File: config.mk
export PLATFORM = sky130hd
export DESIGN_NAME = player_move_ctrl
export DESIGN_NICKNAME = d
export VERILOG_FILES = /design/src/rtl/player_move_ctrl_pkg.sv /design/src/rtl/player_move_ctrl_tick_gen.sv /design/src/rtl/player_move_ctrl.sv
export SDC_FILE = /design/constraint.sdc
export NUM_CORES = 1
export LEC_CHECK = 0
export ABC_AREA = 1
export CAP_MARGIN = 20
export CORE_MARGIN = 5
export CORE_UTILIZATION = 60
export DETAILED_ROUTE_END_ITERATION = 8
export PLACE_DENSITY_LB_ADDON = 0.05
export REMOVE_ABC_BUFFERS = 1
export SETUP_SLACK_MARGIN = 0.4
export SKIP_LAST_GASP = 1
export SYNTH_ARGS = -nofsm -noshare
export SYNTH_HDL_FRONTEND = slang
export SYNTH_HIERARCHICAL = 1
export SYNTH_SLANG_ARGS = --single-unit
File: constraint.sdc
create_clock -name clk -period 5 [get_ports clk]
set_input_delay 1 -clock clk [delete_from_list [all_inputs] [get_ports clk]]
set_output_delay 1 -clock clk [all_outputs]
set_load 0.05 [all_outputs]
File: src/rtl/player_move_ctrl_pkg.sv
// Shared maze constants, direction/FSM encodings and the corner-offset helper
// used by the player movement sequencer.
package player_move_ctrl_pkg;

    localparam int MAP_WIDTH = 30;

    localparam logic [1:0] DIR_UP    = 2'b00;
    localparam logic [1:0] DIR_DOWN  = 2'b01;
    localparam logic [1:0] DIR_LEFT  = 2'b10;
    localparam logic [1:0] DIR_RIGHT = 2'b11;

    localparam logic [2:0] ST_IDLE      = 3'd0;
    localparam logic [2:0] ST_WAIT_TICK = 3'd1;
    localparam logic [2:0] ST_CALC      = 3'd2;
    localparam logic [2:0] ST_CHK_A     = 3'd3;
    localparam logic [2:0] ST_CHK_B     = 3'd4;
    localparam logic [2:0] ST_COMMIT    = 3'd5;

    // {add_edge_x, add_edge_y} for the leading corner A (second=0) or B (second=1).
    function automatic logic [1:0] corner_off(input logic [1:0] d, input logic second);
        case (d)
            DIR_UP:   corner_off = second ? 2'b10 : 2'b00;
            DIR_DOWN: corner_off = second ? 2'b11 : 2'b01;
            DIR_LEFT: corner_off = second ? 2'b01 : 2'b00;
            default:  corner_off = second ? 2'b11 : 2'b10;
        endcase
    endfunction

endpackage

File: src/rtl/player_move_ctrl_tick_gen.sv
// Free-running move-rate divider: one-cycle tick every MOVE_DIV clocks.
module player_move_ctrl_tick_gen #(
    parameter int MOVE_DIV = 416667
) (
    input  logic clk,
    input  logic reset,
    output logic tick
);

    localparam int CW = (MOVE_DIV > 1) ? $clog2(MOVE_DIV) : 1;
    localparam logic [CW-1:0] LAST = CW'(MOVE_DIV - 1);

    logic [CW-1:0] cnt_q, cnt_d;

    always_comb begin
        tick  = (cnt_q == LAST);
        cnt_d = tick ? '0 : cnt_q + 1'b1;
    end

    always_ff @(posedge clk or posedge reset) begin
        if (reset) cnt_q <= '0;
        else       cnt_q <= cnt_d;
    end

endmodule

File: src/rtl/player_move_ctrl.sv
// Player movement sequencer: throttles direction commands to the move tick and
// checks the two leading corners of the destination box against the tile map.
module player_move_ctrl
    import player_move_ctrl_pkg::*;
#(
    parameter int CELL_SIZE   = 16,
    parameter int MAP_COLS    = MAP_WIDTH,
    parameter int MAP_ROWS    = 12,
    parameter int PLAYER_SIZE = 8,
    parameter int STEP        = 1,
    parameter int MOVE_DIV    = 416667,
    parameter int START_X     = 16,
    parameter int START_Y     = 16
) (
    input  logic                clk,
    input  logic                reset,
    input  logic                dir_valid,
    input  logic [1:0]          dir,
    output logic                dir_ready,
    output logic [3:0]          map_row_addr,
    input  logic [MAP_COLS-1:0] map_row_bits,
    output logic [9:0]          pos_x,
    output logic [8:0]          pos_y,
    output logic                moved,
    output logic                blocked,
    output logic                busy
);

    localparam int X_MAX = MAP_COLS * CELL_SIZE - PLAYER_SIZE;
    localparam int Y_MAX = MAP_ROWS * CELL_SIZE - PLAYER_SIZE;
    localparam int EDGE  = PLAYER_SIZE - 1;

    logic       tick;
    logic [2:0] state_q, state_d;
    logic [1:0] dir_q, dir_d;
    logic [9:0] pos_x_q, pos_x_d, nx_q, nx_d;
    logic [8:0] pos_y_q, pos_y_d, ny_q, ny_d;
    logic       reject_q, reject_d;
    logic       wall_a_q, wall_a_d;
    logic       wall_b_q, wall_b_d;
    logic       moved_q, moved_d;
    logic       blocked_q, blocked_d;

    // One extra sign bit on the candidate so a step below 0 shows up as bit 10/9.
    logic [10:0] cand_x;
    logic [9:0]  cand_y;
    logic        oob;

    logic [1:0] off;
    logic [9:0] cx;
    logic [8:0] cy;
    logic [3:0] row;
    logic [4:0] col;
    logic       corner_wall;

    player_move_ctrl_tick_gen #(.MOVE_DIV(MOVE_DIV)) u_tick (
        .clk   (clk),
        .reset (reset),
        .tick  (tick)
    );

    always_comb begin
        cand_x = {1'b0, pos_x_q};
        cand_y = {1'b0, pos_y_q};
        case (dir_q)
            DIR_UP:   cand_y = {1'b0, pos_y_q} - 10'(STEP);
            DIR_DOWN: cand_y = {1'b0, pos_y_q} + 10'(STEP);
            DIR_LEFT: cand_x = {1'b0, pos_x_q} - 11'(STEP);
            default:  cand_x = {1'b0, pos_x_q} + 11'(STEP);
        endcase
        oob = cand_x[10] || cand_y[9] || (cand_x > 11'(X_MAX)) || (cand_y > 10'(Y_MAX));
    end

    always_comb begin
        off          = corner_off(dir_q, state_q == ST_CHK_B);
        cx           = nx_q + (off[1] ? 10'(EDGE) : 10'd0);
        cy           = ny_q + (off[0] ? 9'(EDGE) : 9'd0);
        row          = 4'(cy / 9'(CELL_SIZE));
        col          = 5'(cx / 10'(CELL_SIZE));
        corner_wall  = map_row_bits[5'(MAP_COLS - 1) - col];
        map_row_addr = (state_q == ST_CHK_A || state_q == ST_CHK_B) ? row : 4'd0;
    end

    always_comb begin
        state_d   = state_q;
        dir_d     = dir_q;
        nx_d      = nx_q;
        ny_d      = ny_q;
        reject_d  = reject_q;
        wall_a_d  = wall_a_q;
        wall_b_d  = wall_b_q;
        pos_x_d   = pos_x_q;
        pos_y_d   = pos_y_q;
        moved_d   = 1'b0;
        blocked_d = 1'b0;
        case (state_q)
            ST_IDLE: begin
                if (dir_valid) begin
                    dir_d   = dir;
                    state_d = ST_WAIT_TICK;
                end
            end
            ST_WAIT_TICK: begin
                if (tick) state_d = ST_CALC;
            end
            ST_CALC: begin
                nx_d     = cand_x[9:0];
                ny_d     = cand_y[8:0];
                reject_d = oob;
                wall_a_d = 1'b0;
                wall_b_d = 1'b0;
                state_d  = oob ? ST_COMMIT : ST_CHK_A;
            end
            ST_CHK_A: begin
                wall_a_d = corner_wall;
                state_d  = ST_CHK_B;
            end
            ST_CHK_B: begin
                wall_b_d = corner_wall;
                state_d  = ST_COMMIT;
            end
            ST_COMMIT: begin
                if (!reject_q && !wall_a_q && !wall_b_q) begin
                    pos_x_d = nx_q;
                    pos_y_d = ny_q;
                    moved_d = 1'b1;
                end else begin
                    blocked_d = 1'b1;
                end
                state_d = ST_IDLE;
            end
            default: state_d = ST_IDLE;
        endcase
    end

    always_ff @(posedge clk or posedge reset) begin
        if (reset) begin
            state_q   <= ST_IDLE;
            dir_q     <= DIR_UP;
            nx_q      <= '0;
            ny_q      <= '0;
            reject_q  <= 1'b0;
            wall_a_q  <= 1'b0;
            wall_b_q  <= 1'b0;
            pos_x_q   <= 10'(START_X);
            pos_y_q   <= 9'(START_Y);
            moved_q   <= 1'b0;
            blocked_q <= 1'b0;
        end else begin
            state_q   <= state_d;
            dir_q     <= dir_d;
            nx_q      <= nx_d;
            ny_q      <= ny_d;
            reject_q  <= reject_d;
            wall_a_q  <= wall_a_d;
            wall_b_q  <= wall_b_d;
            pos_x_q   <= pos_x_d;
            pos_y_q   <= pos_y_d;
            moved_q   <= moved_d;
            blocked_q <= blocked_d;
        end
    end

    assign dir_ready = (state_q == ST_IDLE);
    assign busy      = (state_q != ST_IDLE);
    assign pos_x     = pos_x_q;
    assign pos_y     = pos_y_q;
    assign moved     = moved_q;
    assign blocked   = blocked_q;

endmodule

# Word level (Yosys, flattened, before mapping)
# Cells that the tools add are included.
[classes] n_mux=23 n_eq_ne=10 n_lt_le_gt_ge=3 addsub=8 reduce_logical=18
[op_table] op="one-hot mux 11 bit (2 select lines)" n=1
[op_table] op="one-hot mux 10 bit (2 select lines)" n=1
[op_table] op="adder 19 x 1 -> 19 bit, second input constant" n=1
[op_table] op="equality test 19 bit, second input constant" n=1
[op_table] op="two-way mux 19 bit" n=1
[op_table] op="two-way mux 3 bit" n=5
[op_table] op="one-hot mux 3 bit (5 select lines)" n=1
[op_table] op="adder 10 x 1 -> 11 bit, second input constant" n=1
[op_table] op="greater-than comparator 11 x 9 -> 1 bit, second input constant" n=1
[op_table] op="subtractor 10 x 1 -> 11 bit, second input constant" n=1
[op_table] op="adder 9 x 1 -> 10 bit, second input constant" n=1
[op_table] op="greater-than comparator 10 x 8 -> 1 bit, second input constant" n=1
[op_table] op="subtractor 9 x 1 -> 10 bit, second input constant" n=1
[op_table] op="adder 9 x 3 -> 9 bit" n=1
[op_table] op="adder 8 x 3 -> 8 bit" n=1
[op_table] op="two-way mux 1 bit" n=7
[op_table] op="equality test 3 x 2 -> 1 bit, second input constant" n=2
[op_table] op="equality test 3 bit, second input constant" n=2
[op_table] op="< comparator 5 x 6 -> 1 bit, second input constant" n=1
[op_table] op="one-hot mux 2 bit (3 select lines)" n=1
[op_table] op="AND reduction 2 bit" n=3
[op_table] op="binary-select mux 1 bit (select 5 bit)" n=1
[op_table] op="subtractor 5 bit, first input constant" n=1
[op_table] op="logical OR 1 bit" n=4
[op_table] op="14 further kinds" n=21
[totals] regBits=67 output_inout_bits=27 input_bits=35

# Longest topological paths before layout
[logic_depth] depth_word=9 mapped_depth=23 mapped_depth_nobuf=23

# Cells and area by module
# The synthesis kept the hierarchy.
[by_module_without_submodules] mod="player_move_ctrl" cells_each=552 area_per_inst_um2=3641.0 n_inst=1 seq_area_each_um2=1203.7
[by_module_without_submodules] mod="player_move_ctrl_tick_gen" cells_each=154 area_per_inst_um2=1174.9 n_inst=1 seq_area_each_um2=475.5

# Least setup slack after synthesis
# No wires, ideal clock.
[synth_timing] kind="reg-to-output" start="reg dir_q[1]" end="out map_row_addr[3]" path_buffers=1 path_slack_ps=1221 arrival_ps=2779 stages_incl_launch_ff=14 cell_sequence="dfrtp_1 buf_4 nor2_1 a21oi_1 inv_1 ha_1 nand4_1 nand2_1 nand2_1 nor2_1 nand2_1 nor2_1 nor2_1 nor3_1"
[synth_between] elab_chain_cells=5 word_cells_on_any_way=7
[synth_lines] item="start: declaration" line="player_move_ctrl.sv:35" rtl="logic [1:0] dir_q, dir_d;"
[synth_lines] item="start signal: assignment" line="player_move_ctrl.sv:151" rtl="dir_q <= dir_d;"
[synth_lines] item="equality test 2 bit (tied with other cells)" line="player_move_ctrl_pkg.sv:21" rtl="case (d)"
[synth_lines] item="one-hot mux 2 bit (3 select lines) *" line="player_move_ctrl_pkg.sv:21"
[synth_lines] item="two-way mux 3 bit *" line="player_move_ctrl.sv:77" rtl="cy = ny_q + (off[0] ? 9'(EDGE) : 9'd0);"
[synth_lines] item="adder 8 x 3 -> 8 bit *" line="player_move_ctrl.sv:77"
[synth_lines] item="two-way mux 4 bit *" line="player_move_ctrl.sv:81" rtl="map_row_addr = (state_q == ST_CHK_A || state_q == ST_CHK_B) ? row : 4'd0;"
[synth_lines] item="end: declaration" line="player_move_ctrl.sv:20" rtl="output logic [3:0] map_row_addr,"
# Mark *: on every way between the ends. The rest lies on a longest branch, timed or not.

# Worst setup path in the final report
[layout_timing] start="reg state_q[0]" end="out map_row_addr[2]"
[layout_between] elab_chain_cells=6 word_cells_on_any_way=9
[layout_lines] item="start: declaration" line="player_move_ctrl.sv:34" rtl="logic [2:0] state_q, state_d;"
[layout_lines] item="start signal: assignment" line="player_move_ctrl.sv:150" rtl="state_q <= state_d;"
[layout_lines] item="equality test 3 bit" line="player_move_ctrl.sv:75, player_move_ctrl.sv:81"
[layout_lines] item="two-way mux 1 bit" line="player_move_ctrl_pkg.sv:24, player_move_ctrl_pkg.sv:25"
[layout_lines] item="one-hot mux 2 bit (3 select lines)" line="player_move_ctrl_pkg.sv:21"
[layout_lines] item="two-way mux 3 bit" line="player_move_ctrl.sv:77"
[layout_lines] item="adder 8 x 3 -> 8 bit" line="player_move_ctrl.sv:77"
[layout_lines] item="two-way mux 4 bit *" line="player_move_ctrl.sv:81"
# Marks and branches as above.

==> results.sh <==
export IMPL_die_y_microns=99.6
export IMPL_antenna_found_initial=0
export IMPL_dieArea_sq_mm=0.00992
export IMPL_die_w_microns=99.6
export IMPL_cts_hold_buf=0
export IMPL_final_area_sq_mm=0.00575
export IMPL_grt_start_max_net_pins=49
export IMPL_path_buf_inv=4
export IMPL_drtAntennaViolNets=0
export IMPL_syn_avg_cell_area_sq_um=6.82
export IMPL_routed_wl_microns=12600
export IMPL_drtPass1Iterations=6
export IMPL_status="completed"
export IMPL_vias=4898
export IMPL_slew_headroom_pct=39.2
export IMPL_yosys_cell_types_count=41
export IMPL_synthToLayoutAreaGrowth_pct=19.4
export IMPL_critical_path_top_delay_family="buffers and inverters"
export IMPL_cpPeakStageDelay_ns=0.83
export IMPL_cts_sinks=67
export IMPL_start_util_pct=62.0
export IMPL_cp_common_cell="nand2_1"
export IMPL_netlist_area_leader_share_pct=33.8
export IMPL_via_per_inst=5.59
export IMPL_async_reset_ff_share_pct=100
export IMPL_gp_congestion=0.928
export IMPL_synth_yosys_seq_area_share_pct=34.9
export IMPL_post_cts_resized=0
export IMPL_slew_violations=0
export IMPL_finish_net_count=821
export IMPL_p_leak_nw=2.88
export IMPL_cp_start_kind="register"
export IMPL_cts_setup_buffers=0
export IMPL_synth_commonest_cells="203 x nand2_1, 89 x inv_1, 86 x nand3_1, 65 x dfrtp_1, 65 x nor2_1"
export IMPL_cts_max_path_buffers=2
export IMPL_grt_usage_pct=26.5
export IMPL_crit_required_ns=4.00
export IMPL_crit_arrival_ns=3.24
export IMPL_fin_crit_ns=4.24
export IMPL_rsz0062_at_grt="false"
export IMPL_dp_hpwl_microns=9370
export IMPL_synthTopCellsByArea="dfrtp_1 34%, nand2_1 16%, nand3_1 8.9%"
export IMPL_routedWlPerCell_microns=14.4
export IMPL_clock_root_buffer="clkbuf_8"
export IMPL_synth_seq_cells=67
export IMPL_final_setup_viol_count=0
export IMPL_clk_pin_slew_worst_paths_ns=0.08
export IMPL_num_rows=32
export IMPL_placed_area_sq_mm=0.00552
export IMPL_maxCapViolCount=0
export IMPL_synth_area_leader_cell="dfrtp_1"
export IMPL_worstHoldPathType="reg -> reg"
export IMPL_coreArea_sq_mm=0.00777
export IMPL_drt_iter0_markers=354
export IMPL_synth_most_common_cell="nand2_1"
export IMPL_worst_pin_slew_ns=0.906
export IMPL_cts_tree="built"
export IMPL_peakVddDrop_uv=139
export IMPL_clk_insertion_delay_late_ns=0.35
export IMPL_fin_util_pct=74.0
export IMPL_finClkSkew_ns=0.0171
export IMPL_timing_setup_tns_ns=0
export IMPL_crit_chain="nor2_2 -> nand2_1 -> inv_1 -> a21oi_1 -> inv_1 -> ha_1 -> nand4_1 -> nand2_1 -> nand2_1 -> nor2_1 -> nand2_1 -> inv_1 -> nor2_1 -> nor3_1 -> clkdlybuf4s50_1"
export IMPL_cp_end_kind="primary output"
export IMPL_critPathKind="reg -> out"
export IMPL_cts_max_level=3
export IMPL_antennaDiodeCount=0
export IMPL_max_freq_mhz=236
export IMPL_drc=0
export IMPL_cp_slowest_cell="clkdlybuf4s50_1"
export IMPL_hold_viol=0
export IMPL_min_period_over_period_pct=84.7
export IMPL_grt_overflow_total=0
export IMPL_synth_edf_count=0
export IMPL_drive_gt1_share_pct=7.88
export IMPL_io_buffers=61
export IMPL_syn_inst=706
export IMPL_ios=62
export IMPL_syn_area_sq_mm=0.00482
export IMPL_cts_buffers=9
export IMPL_crit_fanout=5
export IMPL_synth_main_ff_cell="dfrtp_1"
export IMPL_grt_pass1_vias=4737
export IMPL_power_density_mw_per_mm2=183
export IMPL_finalPower_mw=1.05
export IMPL_grt_first_pass_wirelength_microns=21600
export IMPL_hold_slack_ns=0.493
export IMPL_yosys_warnings=6
[registers in the layout, indices dropped and copies added, names as in the netlist]
| name | count |
|---|---|
| blocked | 1 |
| dir_q | 2 |
| moved | 1 |
| nx_q | 10 |
| ny_q | 9 |
| pos_x | 10 |
| pos_y | 9 |
| reject_q | 1 |
| state_q | 3 |
| u_tick/cnt_q | 19 |
| wall_a_q | 1 |
| wall_b_q | 1 |
[area by class of cell]
cell class / count / area [sq um]
clock buffers: 14 / 163
clock inverters: 2 / 35.0
fillers: 621 / 2020
inverters: 94 / 357
multi-input cells: 532 / 2730
flip-flops and latches: 67 / 1680
well taps: 102 / 128
repair buffers: 65 / 663
[where the power goes]
group          switching [mW]  internal (mW)  total (mW)
clock                   0.204          0.258       0.462
combinational          0.0193         0.0288      0.0481
sequential                  0          0.542       0.542
total                   0.223          0.828        1.05
[per-layer routing]
metal	wire length, microns	part of all wire, %	global-route usage (%)
met1	5540	44	35.5
met2	5870	47	43.4
met3	1030	8.2	5.96
met4	165	1.3	7.14
met5	0	0	0
[logic make-up (layout without fill, tap and decap cells)]
| group | count (synthesis) | count (layout) | synth area share, % |
|---|---|---|---|
| adder cells (fa/ha/maj) | 17 | 17 | 4.57 |
| multiplexers | 3 | 3 | 0.701 |
| AO/OA/AOI/OAI | 79 | 79 | 8.94 |
| buffers and inverters | 107 | 175 | 8.70 |
| XOR/XNOR | 16 | 16 | 2.91 |
| AND/OR/NAND/NOR | 417 | 417 | 39.3 |
| flip-flops | 67 | 67 | 34.9 |
[path summary, 6_finish.rpt]
| kind | slack, ns | endpoint | cells past startpoint | startpoint |
|---|---|---|---|---|
| setup / recovery | 0.76 | map_row_addr[2] | 15 | state_q[0]$_DFFE_PP0P_ |
| hold / removal | 0.49 | ny_q[8]$_DFFE_PP0P_ | 2 | ny_q[8]$_DFFE_PP0P_ |
| setup reg to reg | 1.18 | wall_b_q$_DFFE_PP0P_ | 23 | dir_q[1]$_DFFE_PP0P_ |
| hold reg to reg | 0.49 | ny_q[8]$_DFFE_PP0P_ | 2 | ny_q[8]$_DFFE_PP0P_ |
| max in group asynchronous | 3.34 | pos_y[4]$_DFFE_PP1P_ | 3 | reset |
| min in group asynchronous | 1.06 | nx_q[6]$_DFFE_PP0P_ | 2 | reset |
[cells in the final DEF (no fill, tap or decap), types with 2 or more instances in the layout]
| cell | netlist | final |
|---|---|---|
| mux2_2 | 3 | 3 |
| ha_1 | 16 | 16 |
| buf_4 | 3 | 3 |
| dfstp_2 | 2 | 2 |
| o41ai_1 | 2 | 2 |
| nand2_4 | 2 | 2 |
| xnor2_1 | 4 | 4 |
| nor2_4 | 6 | 6 |
| nor3_1 | 11 | 11 |
| clkinv_2 | 1 | 2 |
| nand2_2 | 10 | 10 |
| nand3_2 | 3 | 3 |
| dfrtp_1 | 65 | 65 |
| o21ai_1 | 3 | 3 |
| or2_2 | 3 | 3 |
| inv_1 | 89 | 88 |
| clkdlybuf4s50_1 | 0 | 60 |
| nor2_2 | 5 | 5 |
| a41oi_1 | 2 | 2 |
| nand4_1 | 19 | 19 |
| nand2_1 | 203 | 203 |
| o21bai_1 | 2 | 2 |
| o21ai_0 | 39 | 39 |
| clkbuf_1 | 7 | 3 |
| nand3_1 | 86 | 86 |
| nor2_1 | 65 | 65 |
| inv_2 | 3 | 4 |
| xor2_1 | 12 | 12 |
| clkbuf_8 | 0 | 11 |
| a21oi_1 | 26 | 26 |
[tightest hold or removal path, stage by stage (launching register included)]
cell,delay (ns)
dfrtp_1,0.34
nand2_1,0.05
o21ai_0,0.06
[metrics by stage]
step | instances | worst slack, ns
2_1_floorplan | 693 | 0.845
3_3_place_gp | 859 | 1.21
3_5_place_dp | 859 | 1.11
4_1_cts | 875 | 0.728
5_1_grt | 876 | 0.479
6_report | 876 | 0.765
(Power assumes the default switching activity.)
